--- config.mk ---
export PLATFORM = sky130hd
export DESIGN_NAME = sr_32bit_seq
export DESIGN_NICKNAME = d
export VERILOG_FILES = /design/src/rtl/sr_32bit_seq.sv
export SDC_FILE = /design/constraint.sdc
export NUM_CORES = 1
export LEC_CHECK = 0
export CAP_MARGIN = 5
export CELL_PAD_IN_SITES_DETAIL_PLACEMENT = 1
export CELL_PAD_IN_SITES_GLOBAL_PLACEMENT = 2
export CORE_MARGIN = 8
export CORE_UTILIZATION = 39
export CTS_CLUSTER_DIAMETER = 30
export DETAILED_ROUTE_END_ITERATION = 8
export DONT_BUFFER_PORTS = 1
export HOLD_SLACK_MARGIN = 0.1
export PLACE_DENSITY = 0.75
export SLEW_MARGIN = 20
export SYNTH_ARGS = -nofsm -noshare
export SYNTH_HDL_FRONTEND = slang
export SYNTH_SLANG_ARGS = --single-unit
--- constraint.sdc ---
create_clock -name clock -period 2.6 [get_ports clock]
set_input_delay 0.13 -clock clock [delete_from_list [all_inputs] [get_ports clock]]
set_output_delay 0.13 -clock clock [all_outputs]
set_load 0.005 [all_outputs]
--- src/rtl/sr_32bit_seq.sv ---
// sr_32bit_seq: multicycle 32-bit SRL/SRA coprocessor, one power-of-two
// stage per clock. Ports: clock, reset_n, data_operandA, ctrl_shiftamt,
// ctrl_arith, ctrl_start in; data_result, data_resultRDY, busy out.
module sr_32bit_seq (
  input  logic        clock,
  input  logic        reset_n,
  input  logic [31:0] data_operandA,
  input  logic [4:0]  ctrl_shiftamt,
  input  logic        ctrl_arith,
  input  logic        ctrl_start,
  output logic [31:0] data_result,
  output logic        data_resultRDY,
  output logic        busy
);

  typedef enum logic [1:0] {
    IDLE  = 2'd0,
    SHIFT = 2'd1,
    DONE  = 2'd2
  } state_e;

  state_e      state_q, state_d;
  logic [31:0] work_q, work_d;
  logic [4:0]  amt_q, amt_d;
  logic        fill_q, fill_d;
  logic [2:0]  cnt_q, cnt_d;
  logic [31:0] res_q, res_d;

  logic [31:0] stage;
  logic        take;
  logic        accept;

  // stage output for the current power of two
  always_comb begin
    stage = work_q;
    take  = 1'b0;
    unique case (cnt_q)
      3'd0: begin
        stage = {fill_q, work_q[31:1]};
        take  = amt_q[0];
      end
      3'd1: begin
        stage = {{2{fill_q}}, work_q[31:2]};
        take  = amt_q[1];
      end
      3'd2: begin
        stage = {{4{fill_q}}, work_q[31:4]};
        take  = amt_q[2];
      end
      3'd3: begin
        stage = {{8{fill_q}}, work_q[31:8]};
        take  = amt_q[3];
      end
      3'd4: begin
        stage = {{16{fill_q}}, work_q[31:16]};
        take  = amt_q[4];
      end
      default: begin
        stage = work_q;
        take  = 1'b0;
      end
    endcase
  end

  assign accept = ctrl_start &&
                  (state_q == IDLE || state_q == DONE);

  always_comb begin
    state_d = state_q;
    work_d  = work_q;
    amt_d   = amt_q;
    fill_d  = fill_q;
    cnt_d   = cnt_q;
    res_d   = res_q;
    unique case (state_q)
      SHIFT: begin
        work_d = take ? stage : work_q;
        cnt_d  = cnt_q + 3'd1;
        if (cnt_q == 3'd4) begin
          res_d   = take ? stage : work_q;
          state_d = DONE;
        end
      end
      DONE: begin
        state_d = IDLE;
      end
      default: begin
        state_d = IDLE;
      end
    endcase
    if (accept) begin
      work_d  = data_operandA;
      amt_d   = ctrl_shiftamt;
      fill_d  = ctrl_arith & data_operandA[31];
      cnt_d   = 3'd0;
      state_d = SHIFT;
    end
  end

  always_ff @(posedge clock or negedge reset_n) begin
    if (!reset_n) begin
      state_q <= IDLE;
      work_q  <= '0;
      amt_q   <= '0;
      fill_q  <= 1'b0;
      cnt_q   <= '0;
      res_q   <= '0;
    end else begin
      state_q <= state_d;
      work_q  <= work_d;
      amt_q   <= amt_d;
      fill_q  <= fill_d;
      cnt_q   <= cnt_d;
      res_q   <= res_d;
    end
  end

  assign data_result    = res_q;
  assign data_resultRDY = (state_q == DONE);
  assign busy           = (state_q == SHIFT);

endmodule

==> flow_summary.ini <==
[run_status]
outcome = finished clean

[die]
row_count = 38
pin_count = 75
die_h_um = 122
coreArea_sq_um = 10900
initial_utilization = 0.400
dieArea_sq_um = 14800
die_x_um = 122

[layout]
antennaDiodeCount = 0
stdcell_count = 641
fin_nets = 542
layout_common_cells = 90 x nand3_1, 75 x dfrtp_1, 67 x nand2_1
final_common_cell = nand3_1
drive_gt1_frac = 0.132
area_delta_synth_final_pct = 17.7

[route]
ant_nets = 0
wl_per_cell_um = 22.5
firstDrtPassIters = 7
dr.first_iter.drc_count = 384
vias = 3951
wl_um = 14400
drcViolationCount = 0
viasPerCell = 6.16

[setup_path]
critPathLaunchType = register
worst_setup_path_end_kind = register
cp.arrival_ns = 2.70
rrSetupSlack_ns = 0.21
crit_path_max_fanout = 17
criticalPathCategory = register to register
worstPathRequired_ns = 2.92

[synth]
synthAdderAreaFrac = 0.0144
yosysTopAreaCell = dfrtp_1
synth-compound-area-share = 0.237
synth-xor-area-share = 0
yosysWarnings = 0
synth_top_family_by_area = compound AO/OA/AOI/OAI gates
syn-num-nets = 516
seq_area_frac_synth = 0.431
synthCells = 470
synth.distinct_cells = 35
syn_avg_cell_area_sq_um = 9.27
synth_area_leaders = dfrtp_1 43%, nand3_1 10%, a22o_1 6.4%, nand2_1 5.8%, a21o_1 5.3%
ys_ff_latch = 75
synthMuxAreaShare = 0.0577
synth_top_area_frac = 0.431
synthSimpleGateAreaFrac = 0.203
syn-cell-area_sq_um = 4360

[placed_design]
hpwl_um = 9680
dp.cells = 584
gp_congestion = 0.803
pre_cts_ws_ns = 0.114
io_buffers = 0

[sta]
fin_worst_skew_ns = 0.0127
whs_ns = 0.183
rsz0062_at_grt = no
fin_crit_ns = 2.39
drv_slew = 0
max_slew_margin = 0.265
hold_viol_final = 0
setup_tns_ns = 0
clock.fmax_ghz = 0.419
worst_slack_ns = 0.212
tightest_slew_ns = 1.10
finalSetupViolations = 0
finalCritPeriodShare = 0.919

[run]
maxCapViolCount = 0

[clocking]
cts.sinks = 75
clk_latency_ns = 0.38
cts-root-buf = clkbuf_8
cts_buffers = 9
path_clk_slew_ns = 0.08
htree_levels = 3
cts_tree = built
cts_buffer_depth = 2

[pwr]
power.density_nw_per_um2 = 1410
ir_drop_mv = 0.643
leakagePower_nw = 2.44

[global_route]
grt.total_usage = 0.202
gr-total-overflow = 0
grt_pass1_wl_um = 23400
grt_max_degree = 76
grt_pass1_vias = 4167
grt_antenna_before_repair = 0

[hold_path]
min_path_type = input port to register
==> power breakdown <==
part | internal, mW | switching [mW] | total [mW]
Clock | 0.588 | 0.455 | 1.04
Combinational | 1.52 | 2.17 | 3.68
Sequential | 1.73 | 0.780 | 2.51
Total | 3.83 | 3.40 | 7.23
==> worst max-delay path: stages (launching register included) <==
cell	delay (ns)
dfrtp_1	0.42
inv_1	0.09
ha_1	0.16
nor2b_1	0.19
nand2_1	0.20
a31oi_2	0.94
a22o_1	0.25
a21o_1	0.08
==> stage by stage <==
step                power [mW]  cell area, sq um   util
finish                    7.23              5130  0.471
global route              7.81              5130  0.471
CTS                       7.22              5110  0.470
detailed placement        6.07              4470  0.410
global placement          5.93              4470  0.410
floorplan                 4.97              4360      -
==> synth_stat cells <==
library cell  instances
nand2_2               1
buf_2                14
and2_1                2
and3_1                1
a222oi_1             18
inv_1                 6
a221oi_2              1
nor2b_1              16
inv_2                 1
a22oi_2               1
mux2_4                1
buf_1                 3
buf_6                 4
a31oi_4               1
o21bai_1              1
mux2_2               20
nand3_1              91
o21ai_0              20
nor2_2                1
nand2b_1              1
o211ai_1              5
clkbuf_1             21
mux2_1                1
a22oi_1              12
ha_1                  5
nor2b_2               1
nor2_1                6
a21o_1               31
nand2_1              67
nor3_1                2
o31ai_1               1
a22o_1               32
a221o_1               5
buf_4                 2
dfrtp_1              75
==> layer usage <==
metal	up-vias	global-route usage	wire length, um	share of wire
met3	23	0.0509	937	0.065
li1	1789	-	-	-
met5	-	0	0	0
met1	2002	0.258	6530	0.45
met4	0	0.0894	342	0.024
met2	137	0.317	6630	0.46
==> worst paths after layout <==
kind,end,startpoint,depth (start not counted)
max in group asynchronous,work_q[29]$_DFFE_PN0P_,reset_n,2
worst max-delay path,work_q[28]$_DFFE_PN0P_,cnt_q[1]$_DFFE_PN0P_,7
worst min register to register,amt_q[0]$_DFFE_PN0P_,amt_q[0]$_DFFE_PN0P_,1
min in group asynchronous,work_q[21]$_DFFE_PN0P_,reset_n,2
worst max register to register,work_q[28]$_DFFE_PN0P_,cnt_q[1]$_DFFE_PN0P_,7
worst min-delay path,amt_q[3]$_DFFE_PN0P_,ctrl_start,2
==> kinds of logic (layout without fill, tap and decap cells) <==
kind of cell / after synthesis / in the layout
multiplexers: 22 / 22
AO/OA/AOI/OAI: 128 / 129
buffers and inverters: 51 / 81
adder cells (fa/ha/maj): 5 / 5
flip-flops: 75 / 75
AND/OR/NAND/NOR: 189 / 189
==> what timing repair did <==
item / CTS / global route
hold buffers: 40 / 0
resized for setup: 0 / 1
endpoints found under the setup margin: 0 / 18
setup buffers: 0 / 0
endpoints found under the hold margin: 113 / 0
==> final cells by class <==
cell class / count / area, sq um
Fill cell: 1238 / 5760
Tap cell: 140 / 175
Timing Repair Buffer: 58 / 566
Inverter: 7 / 26.3
Multi-Input combinational cell: 345 / 2260
Sequential cell: 75 / 1880
Clock buffer: 11 / 151
Clock inverter: 5 / 75.1
==> registers in the layout, summed over array words and instances, names as in the netlist <==
signal and cells:
cnt_q 3, data_result 32, state_q 2, fill_q 1, amt_q 5, work_q 32
No activity file was read; power rests on OpenSTA's default activity.
